$ cat config.mk
export PLATFORM = sky130hd
export DESIGN_NAME = hazard_scoreboard
export DESIGN_NICKNAME = d
export VERILOG_FILES = /design/src/rtl/hazard_pkg.sv /design/src/rtl/hz_countdown.sv /design/src/rtl/hazard_scoreboard.sv
export SDC_FILE = /design/constraint.sdc
export NUM_CORES = 1
export LEC_CHECK = 0
export ABC_AREA = 1
export CORE_UTILIZATION = 30
export DETAILED_ROUTE_END_ITERATION = 10
export SLEW_MARGIN = 10
export SYNTH_ARGS = -nofsm -noshare
export SYNTH_HDL_FRONTEND = slang
export SYNTH_HIERARCHICAL = 1
export SYNTH_SLANG_ARGS = --single-unit
$ cat constraint.sdc
create_clock -name clk -period 3.2 [get_ports clk]
set_input_delay 0.32 -clock clk [delete_from_list [all_inputs] [get_ports clk]]
set_output_delay 0.32 -clock clk [all_outputs]
set_load 0.02 [all_outputs]
$ cat src/rtl/hazard_pkg.sv
// rtl/hazard_pkg.sv - shared defaults and encodings for the hazard scoreboard
package hazard_pkg;

  localparam int TW_DEF       = 2;
  localparam int MULT_LAT_DEF = 5;
  localparam int DIV_LAT_DEF  = 10;
  localparam int EPC_IDX      = 14;
  // mtc0 EPC sits in E then M before eret may read it
  localparam int EPC_HOLD     = 2;

  // T_new / T_use: cycles counted from E until a value is forwardable / needed
  localparam logic [1:0] T_E = 2'd0;
  localparam logic [1:0] T_M = 2'd1;
  localparam logic [1:0] T_W = 2'd2;

  function automatic int cnt_width(input int a, input int b);
    return $clog2(((a > b) ? a : b) + 1);
  endfunction

endpackage

$ cat src/rtl/hz_countdown.sv
// rtl/hz_countdown.sv - loadable saturating down-counter with clear priority
module hz_countdown #(
  parameter int W = 4
) (
  input  logic         clk,
  input  logic         reset_n,
  input  logic         i_load,
  input  logic [W-1:0] i_load_val,
  input  logic         i_clear,
  output logic         o_nz
);

  logic [W-1:0] r_cnt;

  always_ff @(posedge clk or negedge reset_n) begin
    if (!reset_n) begin
      r_cnt <= '0;
    end else if (i_clear) begin
      r_cnt <= '0;
    end else if (i_load) begin
      r_cnt <= i_load_val;
    end else if (r_cnt != '0) begin
      r_cnt <= r_cnt - W'(1);
    end
  end

  assign o_nz = (r_cnt != '0);

endmodule

$ cat src/rtl/hazard_scoreboard.sv
// rtl/hazard_scoreboard.sv - T_new/T_use register scoreboard with MDU and EPC interlocks
module hazard_scoreboard
  import hazard_pkg::*;
#(
  parameter int NREG     = 32,
  parameter int AW       = $clog2(NREG),
  parameter int TW       = TW_DEF,
  parameter int MULT_LAT = MULT_LAT_DEF,
  parameter int DIV_LAT  = DIV_LAT_DEF,
  parameter int CNT_W    = 32
) (
  input  logic             clk,
  input  logic             reset_n,
  input  logic             issue_valid,
  input  logic [AW-1:0]    issue_wr_reg,
  input  logic [TW-1:0]    issue_t_new,
  input  logic             issue_mtc0_epc,
  input  logic             md_start,
  input  logic             md_is_div,
  input  logic [AW-1:0]    d_rs,
  input  logic [AW-1:0]    d_rt,
  input  logic [TW-1:0]    t_use_rs,
  input  logic [TW-1:0]    t_use_rt,
  input  logic             d_md_use,
  input  logic             d_eret,
  input  logic             flush,
  output logic             stall,
  output logic             md_busy,
  output logic [CNT_W-1:0] stall_cnt
);

  localparam int MW = cnt_width(MULT_LAT, DIV_LAT);

  logic [TW-1:0]    r_ttl [NREG];
  logic [CNT_W-1:0] r_stall_cnt;
  logic             w_acc;
  logic             w_haz_rs;
  logic             w_haz_rt;
  logic             w_haz_md;
  logic             w_haz_eret;
  logic             w_epc_nz;
  logic [MW-1:0]    w_md_load_val;

  // stall feeds back into acceptance: a frozen D-stage issues a bubble
  assign w_acc      = issue_valid & ~stall;
  assign w_haz_rs   = (d_rs != '0) && (r_ttl[d_rs] > t_use_rs);
  assign w_haz_rt   = (d_rt != '0) && (r_ttl[d_rt] > t_use_rt);
  assign w_haz_md   = d_md_use & md_busy;
  assign w_haz_eret = d_eret & w_epc_nz;
  assign stall      = w_haz_rs | w_haz_rt | w_haz_md | w_haz_eret;

  always_ff @(posedge clk or negedge reset_n) begin
    if (!reset_n) begin
      for (int r = 0; r < NREG; r++) begin
        r_ttl[r] <= '0;
      end
    end else begin
      for (int r = 0; r < NREG; r++) begin
        if (r == 0 || flush) begin
          r_ttl[r] <= '0;
        end else if (w_acc && issue_wr_reg == AW'(r)) begin
          r_ttl[r] <= issue_t_new;
        end else if (r_ttl[r] != '0) begin
          r_ttl[r] <= r_ttl[r] - TW'(1);
        end
      end
    end
  end

  assign w_md_load_val = md_is_div ? MW'(DIV_LAT) : MW'(MULT_LAT);

  // MDU keeps counting through a flush: the operation is already committed
  hz_countdown #(.W(MW)) u_md_cnt (
    .clk        (clk),
    .reset_n    (reset_n),
    .i_load     (w_acc & md_start),
    .i_load_val (w_md_load_val),
    .i_clear    (1'b0),
    .o_nz       (md_busy)
  );

  hz_countdown #(.W(2)) u_epc_cnt (
    .clk        (clk),
    .reset_n    (reset_n),
    .i_load     (w_acc & issue_mtc0_epc),
    .i_load_val (2'(EPC_HOLD)),
    .i_clear    (flush),
    .o_nz       (w_epc_nz)
  );

  always_ff @(posedge clk or negedge reset_n) begin
    if (!reset_n) begin
      r_stall_cnt <= '0;
    end else if (stall && r_stall_cnt != '1) begin
      r_stall_cnt <= r_stall_cnt + CNT_W'(1);
    end
  end

  assign stall_cnt = r_stall_cnt;

endmodule

Word-level counts from Yosys, hierarchy flattened
Index checks and enable logic that the tools add are counted.

Input bits: 30. Logic and storage cells: 322. Register bits: 100.

$add $sub $neg: 34. Muxes and demuxes: 105. Equal/unequal tests: 32. Reductions and logical operators: 102. Bitwise gates (word level): 11. $lt $le $gt $ge: 4.

Operators with widths (count): 2-to-1 mux 2 bit (100); nonzero test 3 bit (32); == test 5 bit (second input constant) (16); nonzero test 2 bit (33); subtractor 2 x 1 -> 2 bit (second input constant) (32); == test 5 x 4 -> 1 bit (second input constant) (8); logical AND 1 bit (34); adder 32 x 1 -> 32 bit (second input constant) (1); inequality test 32 bit (second input constant) (1); binary-select mux 2 bit (select 5 bit) (2); == test 5 x 3 -> 1 bit (second input constant) (4); >= comparator 6 bit (second input constant) (2); 2-to-1 mux 4 bit (3); NOT 5 -> 6 bit (2); == test 5 x 2 -> 1 bit (second input constant) (2); nonzero test 5 bit (2); AND 1 bit (5); == test 5 x 1 -> 1 bit (second input constant) (1); greater-than comparator 2 bit (2); nonzero test 4 bit (1); subtractor 4 x 1 -> 4 bit (second input constant) (1); OR 1 bit (3); NOT 1 bit (1).

Depth between registers and ports, before layout
Gate-level depths: netlist of run 1.

Depth in word-level cells: 14. Depth in mapped cells: 25.

Hierarchy
Netlist of run 1, hierarchy kept.

Modules (own cells, without submodules): hazard_scoreboard (seq. area each 2352.3 um^2, cells each 1304, area each 8627.0 um^2, times used 1); hz_countdown at u_md_cnt (seq. area each 100.1 um^2, cells each 41, area each 276.5 um^2, times used 1); hz_countdown at u_epc_cnt (seq. area each 50.0 um^2, cells each 19, area each 135.1 um^2, times used 1).

Worst setup path after synthesis of run 1
No wires, ideal clock.

Path type: input-to-reg. Start: input d_rs[1]. End: register u_md_cnt.r_cnt[3]. Slack: 0.077 ns. Required time: 3.085 ns. Data arrival time: 3.008 ns. Library setup time: 0.115 ns. Path buffers: 3. Cell stages on the path: 24. Cell sequence: buf_6 > clkinv_1 > nand2_1 > buf_2 > o22ai_1 > o21ai_0 > nand2_1 > nand2_1 > nand2_1 > nand2_1 > nand2_1 > ha_1 > inv_1 > o21bai_1 > nand3_2 > nand2_2 > nor2_8 > buf_6 > nand2_1 > nor2_1 > inv_2 > or2_0 > nand3_1 > nor2_1.

Word-level cells in the longest chain between the ends: 13. Elaborated cells between the ends (all ways): 15.

RTL lines: from (decl) (RTL line hazard_scoreboard.sv:20) `input logic [AW-1:0] d_rs,`; NOT 5 -> 6 bit (implied by the code) (RTL line hazard_scoreboard.sv:46) `assign w_haz_rs = (d_rs != '0) && (r_ttl[d_rs] > t_use_rs);`; binary-select mux 2 bit (select 5 bit) (RTL line hazard_scoreboard.sv:46); 2-to-1 mux 2 bit (implied by the code) (2 in series) (RTL line hazard_scoreboard.sv:46); greater-than comparator 2 bit (RTL line hazard_scoreboard.sv:46); logical AND 1 bit (*) (RTL line hazard_scoreboard.sv:46); OR 1 bit (*) (3 in series) (RTL line hazard_scoreboard.sv:50) `assign stall = w_haz_rs | w_haz_rt | w_haz_md | w_haz_eret;`; NOT 1 bit (*) (RTL line hazard_scoreboard.sv:45) `assign w_acc = issue_valid & ~stall;`; AND 1 bit (*) (RTL line hazard_scoreboard.sv:45); AND 1 bit (*) (RTL line hazard_scoreboard.sv:76) `.i_load (w_acc & md_start),`; 2-to-1 mux 4 bit / nonzero test 2 bit (equally long branches); to (signal assigned) (RTL line hz_countdown.sv:21) `r_cnt <= i_load_val;`; to (signal assigned) (RTL line hz_countdown.sv:23) `r_cnt <= r_cnt - W'(1);`; to (decl) (RTL line hz_countdown.sv:13) `logic [W-1:0] r_cnt;`.

Every way passes the cells marked *; elsewhere a longest branch is shown, timed or not. The select of a mux whose other input is x is not followed. A chain may end at the register's enable or synchronous reset.

Worst setup path after layout of run 1
Start: input d_rs[2]. End: output stall.

Word-level cells in the longest chain between the ends: 9. Elaborated cells between the ends (all ways): 10.

RTL lines: NOT 5 -> 6 bit (implied by the code) (RTL line hazard_scoreboard.sv:46); binary-select mux 2 bit (select 5 bit) (RTL line hazard_scoreboard.sv:46); 2-to-1 mux 2 bit (implied by the code) (2 in series) (RTL line hazard_scoreboard.sv:46); greater-than comparator 2 bit (RTL line hazard_scoreboard.sv:46); logical AND 1 bit (*) (RTL line hazard_scoreboard.sv:46); OR 1 bit (*) (3 in series) (RTL line hazard_scoreboard.sv:50); to (decl) (RTL line hazard_scoreboard.sv:27) `output logic stall,`.

Marked as above.

==> results.sh, run 1 <==
export IMPL_required_ns=2.88
export IMPL_detailroute_via_count=9291
export IMPL_clock_path_buffers=2
export IMPL_dieHeight_um=176
export IMPL_overflow=0
export IMPL_clockPowerShare_pct=16.9
export IMPL_yosys_area_share_simple_pct=42.1
export IMPL_status="complete, no violations"
export IMPL_period_minus_slack_ns=2.98
export IMPL_arrival_ns=2.66
export IMPL_htreeDepth=3
export IMPL_r2r_end="r_ttl[7]"
export IMPL_synth_fa_ha_area_share_pct=5.26
export IMPL_n_antenna_cell=0
export IMPL_max_slew_margin_pct=49.2
export IMPL_cts_tree="built"
export IMPL_syn_area_um2=9040
export IMPL_skew_ns=0.0132
export IMPL_dr_pass1_iters=5
export IMPL_final_common_cell="nand2_1"
export IMPL_synth_top_family_by_area="simple AND/OR/NAND/NOR gates"
export IMPL_grt_max_degree=63
export IMPL_placedCellCount=1834
export IMPL_grt_pass1_vias=8832
export IMPL_ys_warn_count=6
export IMPL_start_util_pct=30.5
export IMPL_internal_power_mw=3.91
export IMPL_synth_compound_area_share_pct=10.3
export IMPL_regToRegSetupSlack_ns=0.37
export IMPL_async_reset_ff_share_pct=100
export IMPL_synth_seq_cells=100
export IMPL_drive_above_1_share_pct=12.5
export IMPL_seq_area_frac_synth_pct=27.7
export IMPL_grt_usage_pct=18.8
export IMPL_viasPerCell=5.00
export IMPL_switching_power_mw=3.56
export IMPL_die_width_um=176
export IMPL_setup_viol=0
export IMPL_r2r_start="r_ttl[5]"
export IMPL_dieArea_um2=30800
export IMPL_min_path_type="primary input to asynchronous set/reset pin"
export IMPL_critPathMaxFanout=5
export IMPL_rsz0062_at_grt="no"
export IMPL_dr_first_iter_drc_count=731
export IMPL_power_density_nw_per_um2=684
export IMPL_synth_edf_count=0
export IMPL_root_buffer="clkbuf_16"
export IMPL_pre_cts_slack_ns=-0.557
export IMPL_finalWirelength_um=28400
export IMPL_holdWs_ns=0.393
export IMPL_core_area_um2=29600
export IMPL_io_buffers=63
export IMPL_ios=64
export IMPL_num_rows=63
export IMPL_worst_slew_pin_slew_ns=0.761
export IMPL_r2r_cells=20
export IMPL_avgSynthCellArea_um2=6.63
export IMPL_gp_congestion=0.930
export IMPL_end_kind="primary output"
export IMPL_p_sw_share_pct=47.6
export IMPL_finalMaxSlewViolations=0
export IMPL_layout_setup_ws_ns=0.217
export IMPL_synthXorXnorAreaFrac_pct=2.62
export IMPL_cts_made_buffers=9
export IMPL_tns_ns=0
export IMPL_area_growth_synth_to_final_pct=20.8
export IMPL_drv_cap=0
export IMPL_finalCritPeriodShare_pct=93.2
export IMPL_final_cell_mix="nand2_1 (503), inv_1 (182), dfrtp_1 (100)"
export IMPL_clock_latency_ns=0.38
export IMPL_ant_nets=0
export IMPL_peakVddDrop_v=0.000408
export IMPL_wl_per_cell_um=15.3
export IMPL_grt_pass1_wl_um=45800
export IMPL_cts_sinks=100
export IMPL_dp_hpwl_um=21000
export IMPL_seqPwrFrac_pct=27.3
export IMPL_crit_type="primary input to primary output"
export IMPL_cellLeakagePower_nw=5.37
export IMPL_final_hold_viol_count=0
export IMPL_synthFlopType="dfrtp_1"
export IMPL_antenna_found_initial=0
export IMPL_path_clk_slew_ns=0.09
export IMPL_fin_nets=1532
export IMPL_drc=0
export IMPL_fmax_mhz=335
export IMPL_final_instance_count_excl_fill=1859
export IMPL_critPathLaunchType="primary input"
export IMPL_pwr_share_comb_pct=55.9
export IMPL_synth_mux_area_share_pct=0
export IMPL_synthDistinctLibCells=45
export IMPL_synth_cells=1364
==> power groups by stage <==
stage                     sequential [mW]  combinational [mW]  clock (mW)
after floorplan                      1.97                2.97           0
after global placement               2.05                3.92           0
after detailed placement             2.05                4.01           0
after CTS                            2.03                4.03        1.29
after global routing                 2.08                4.74        1.34
final                                2.04                4.17        1.26
==> stage by stage <==
stage	util (%)	total power [mW]	cell area, um^2
after floorplan	-	4.94	9050
after global placement	35.2	5.97	10400
after detailed placement	35.2	6.06	10400
after CTS	36.3	7.35	10800
after global routing	36.8	8.15	10900
final	36.8	7.47	10900
==> Yosys cell counts, types with 2 or more instances <==
cell         n  area share, %
nand3b_1     2           0.17
o21ai_0     57            3.2
nor2_4       6           0.75
o221ai_1     5           0.48
o211ai_1     6           0.50
o2111ai_1    2           0.19
nor2_8       2           0.44
buf_4        5           0.42
a31oi_1      3           0.21
a21oi_2     21            2.0
nand2_2      2           0.14
nand3_2      4           0.44
dfrtp_1    100             28
nor3_1      30            1.7
nand3_1     64            3.5
clkbuf_1    13           0.54
o21ai_1      7           0.39
a21oi_1     54            3.0
buf_2        9           0.50
nor2_2       3           0.21
nor2_1      67            2.8
conb_1       2          0.083
buf_8        2           0.33
inv_2        3           0.12
buf_6       10            1.2
buf_1       16           0.66
nand4_1     69            4.8
nor3b_1      2           0.17
nand2_4      2           0.25
inv_1      185            7.7
xor2_1      18            1.7
nand2_1    505             21
nand4_2     14            1.9
ha_1        38            5.3
nand4_4     16            3.8
o22ai_1      3           0.21
xnor2_1      9           0.87
==> worst max-delay path, stage by stage <==
cell and delay (ns):
clkdlybuf4s50_1 0.60, inv_1 0.18, a21oi_1 0.15, o211ai_1 0.11, nand3_1 0.11, nand2_1 0.06, nand2_1 0.05, nand2_1 0.07
ha_1 0.29, inv_1 0.04, o21bai_1 0.16, nand3_2 0.22, nand2_4 0.16, buf_6 0.13
==> what timing repair did <==
item,in CTS,in global routing
endpoints found under the setup margin,63,71
hold endpoints to repair,26,0
gates cloned,0,1
buffers inserted,0,7
hold buffers,1,0
pin swaps,2,9
resized for setup,8,26
==> layer usage <==
| metal | up-vias | GRT usage [%] | share of wire, % |
|---|---|---|---|
| li1 | 4621 | - | - |
| met1 | 4342 | 25.5 | 47 |
| met2 | 288 | 30.8 | 46 |
| met3 | 40 | 2.92 | 5.7 |
| met4 | 0 | 5.43 | 1.8 |
| met5 | - | 0 | 0 |
==> flip-flops by register name, summed over array words and instances (netlist names) <==
| signal | cells |
|---|---|
| u_epc_cnt/r_cnt | 2 |
| r_ttl | 62 |
| stall_cnt | 32 |
| u_md_cnt/r_cnt | 4 |
==> cell type report <==
cell class,count,area [um^2]
timing repair buffer,144,1380
clock inverter,7,100
tap,390,488
multi-input combinational,1019,5500
clock buffer,9,225
fill,3200,18700
sequential,100,2500
inverter,190,719
==> logic make-up (layout without fill, tap and decap cells) <==
group	after synthesis	after routing
DFF	100	100
other	2	4
adders and majority gates	38	38
and+or+nand+nor	790	790
xor gates and xnor gates	27	27
AOI/OAI and AO/OA	160	160
buffers and inverters	247	350
==> worst max-delay path by stage <==
stage / from / endpoint
2_1_floorplan: d_rs[1] / u_md_cnt/r_cnt[3]
3_3_place_gp: d_rs[1] / r_ttl[5]
3_5_place_dp: d_rs[1] / r_ttl[56]
4_1_cts: d_rt[1] / r_ttl[22]
5_1_grt: d_rt[2] / r_ttl[6]
6_report: d_rs[2] / stall
No activity file was read; power rests on OpenSTA's default activity.
==> inputs of run 2 (changes only) <==
PLACE_DENSITY = 0.46   (was not set)
SYNTH_HIERARCHICAL = not set   (was 1)
==> run 2 against run 1 <==
Non-clock buffer count decreased by 15. Setup slack worse by 0.040 ns. Combinational power hardly changed. Sequential share of layout area grew 1.1 points. Global-route usage is 1.7 points higher. Core utilization rose by 0.20 points. Area after synthesis decreased by 4.1%. Maximum frequency down 1.3%. Final area fell by 4.7%. Sequential power grew 9.8%. Critical path type is now primary input to register. The run now ends with negative hold slack left. Routed wire length is 2.5% higher. Critical path depth is 6 higher.
==> results.sh, run 2 <==
export IMPL_htreeDepth=3
export IMPL_place_area_um2=9980
export IMPL_cp_cell_sequence="clkdlybuf4s50_1 -> buf_6 -> buf_4 -> o21ai_0 -> o22ai_1 -> a21oi_1 -> nand3_1 -> nand2_1 -> ha_1 -> nand2_1 -> a21boi_1 -> nand2_2 -> buf_4 -> nand2_1 -> nor2_4 -> buf_4 -> buf_4 -> nand4_1 -> nand2_1 -> o21ai_1"
export IMPL_max_slew_margin_pct=52.3
export IMPL_antenna_found_initial=0
export IMPL_period_minus_slack_ns=3.02
export IMPL_multi_input_area_um2=5160
export IMPL_yosysMostFrequentCell="nand2_1"
export IMPL_fin_util_pct=37.0
export IMPL_ff_latch_area_um2=2500
export IMPL_viasPerCell=4.94
export IMPL_fmax_mhz=331
export IMPL_drc=0
export IMPL_synth_cells=1362
export IMPL_end_kind="register"
export IMPL_finalCritPeriodShare_pct=94.5
export IMPL_syn_area_um2=8670
export IMPL_drive_above_1_share_pct=9.23
export IMPL_yosys_top_cells_count="nand2_1 (492), inv_1 (176), dfrtp_1 (100), nand4_1 (100), nand3_1 (73)"
export IMPL_avgSynthCellArea_um2=6.37
export IMPL_grt_pass1_vias=8457
export IMPL_cts_sinks=100
export IMPL_io_buffers=63
export IMPL_status="finished, violations left"
export IMPL_die_width_um=172
export IMPL_critPathLaunchType="primary input"
export IMPL_synth_top_cell_area_share_pct=28.9
export IMPL_largest_register_ff_count=62
export IMPL_num_rows=61
export IMPL_async_reset_ff_share_pct=100
export IMPL_grt_usage_pct=20.5
export IMPL_synthDistinctLibCells=39
export IMPL_root_buffer="clkbuf_16"
export IMPL_crit_type="primary input to register"
export IMPL_layout_setup_ws_ns=0.178
export IMPL_cellLeakagePower_nw=5.16
export IMPL_fin_nets=1505
export IMPL_dieArea_um2=29600
export IMPL_dr_pass1_iters=5
export IMPL_final_instance_count_excl_fill=1819
export IMPL_gp_congestion=0.886
export IMPL_ys_warn_count=0
export IMPL_wl_per_cell_um=16.0
export IMPL_cts_made_buffers=9
export IMPL_core_area_um2=28100
export IMPL_peakVddDrop_v=0.000388
export IMPL_critPathMaxFanout=11
export IMPL_clock_latency_ns=0.38
export IMPL_cts_tree="built"
export IMPL_fillers=3169
export IMPL_design_area_um2=10400
export IMPL_area_growth_synth_to_final_pct=20.0
export IMPL_pre_cts_slack_ns=-0.333
export IMPL_holdWs_ns=-0.0171
export IMPL_drv_cap=0
export IMPL_placedCellCount=1796
export IMPL_final_common_cell="nand2_1"
export IMPL_n_antenna_cell=0
export IMPL_arrival_ns=3.28
export IMPL_cts_hold_buf=0
export IMPL_grt_pass1_wl_um=46400
export IMPL_setup_viol=0
export IMPL_finalMaxSlewViolations=0
export IMPL_worst_slew_pin_slew_ns=0.714
export IMPL_synth_edf_count=0
export IMPL_syn_num_nets=1431
export IMPL_path_clk_slew_ns=0.07
export IMPL_final_cell_mix="nand2_1 (492), inv_1 (176), nand4_1 (100), dfrtp_1 (100), nand3_1 (73)"
export IMPL_slowest_delay_ns=0.50
export IMPL_seq_area_frac_synth_pct=28.9
export IMPL_skew_ns=0.0159
export IMPL_grt_max_degree=97
export IMPL_dr_first_iter_drc_count=615
export IMPL_slowest_stage="clkdlybuf4s50_1"
export IMPL_violations="negative hold slack"
export IMPL_required_ns=3.46
export IMPL_finalWirelength_um=29100
export IMPL_ant_nets=0
export IMPL_synth_seq_cells=100
export IMPL_clock_path_buffers=2
export IMPL_detailroute_via_count=8980
export IMPL_power_density_nw_per_um2=737
export IMPL_dp_hpwl_um=21200
export IMPL_start_util_pct=30.9
export IMPL_ios=64
export IMPL_yosysTopAreaCell="dfrtp_1"
export IMPL_top_register="r_ttl"
export IMPL_synth_area_leaders="dfrtp_1 (29%), nand2_1 (21%), inv_1 (7.6%)"
export IMPL_r2r_cells=18
export IMPL_synthFlopType="dfrtp_1"
export IMPL_overflow=0
export IMPL_min_path_type="primary input to asynchronous set/reset pin"
export IMPL_dieHeight_um=172
export IMPL_final_hold_viol_count=20
## run 2: cell count changes in the layout (fill, tap and decap cells not counted), moves of 7 or more
cell,previous run,this run
nand2_1,503,492
a21oi_2,22,29
nand4_1,69,100
nand4_2,13,1
o21ai_0,52,62
nand3_1,64,73
buf_4,68,52
nand4_4,17,0
## run 2: final cells by class
class	instances	area share, %
clock buffer	10	2.30
clock inverter	6	0.734
inverter	178	6.42
multi-input combinational	1018	49.6
sequential	100	24.1
tap	378	4.55
timing repair buffer	129	12.4
## run 2: final timing paths
check | start | slack, ns | endpoint
worst max register to register | r_ttl[61] | 0.37 | stall_cnt[10]
worst min-delay path | reset_n | -0.02 | r_ttl[35]
max in group asynchronous | reset_n | 2.47 | stall_cnt[19]
worst max-delay path | d_rt[0] | 0.18 | u_md_cnt.r_cnt[1]
min in group clk | r_ttl[2] | 0.48 | r_ttl[2]
worst min register to register | r_ttl[2] | 0.48 | r_ttl[2]
## run 2: worst max-delay path: cells and delay by family
family / cells / cell delay [ns]
buffers and inverters: 6 / 1.21
AO/OA/AOI/OAI: 5 / 0.66
AND/OR/NAND/NOR: 8 / 0.82
adder cells (fa/ha/maj): 1 / 0.26
## run 2: cells by family after synthesis
kind of cell             count (synthesis)  synth area share (%)
XOR/XNOR                                28                  2.83
flip-flops                             100                  28.9
adder cells (fa/ha/maj)                 39                  5.63
AO/OA/AOI/OAI                          171                  11.6
AND/OR/NAND/NOR                        780                  39.2
buffers and inverters                  244                  11.8
## run 2: routing by layer
metal  vias to the layer above  global-route usage [%]  part of all wire [%]
li1                       4577                       -                     -
met3                        40                    3.07                   3.9
met2                       192                    32.5                    45
met1                      4171                    28.2                    48
met5                         -                       0                     0
met4                         0                    7.27                   2.9
## run 2: what timing repair did
item                                    in CTS  in global routing
pin swaps                                    0                  4
endpoints found under the setup margin       1                 66
setup buffers                                0                  6
resized for setup                            7                 14
cloned                                       0                  1
## run 2: stage by stage
step	TNS, ns	power, mW	hold WS (ns)
final	0	7.67	-0.0171
after global routing	-0.0202	8.50	0.0543
after global placement	-25.12	6.37	0.406
after floorplan	0	5.20	0.0244
after CTS	0	7.67	0.0101
after detailed placement	-24.13	6.39	0.412
## run 2: power by group
| part | internal (mW) | switching, mW |
|---|---|---|
| Combinational | 1.67 | 2.53 |
| Clock | 0.643 | 0.584 |
| Sequential | 1.77 | 0.475 |
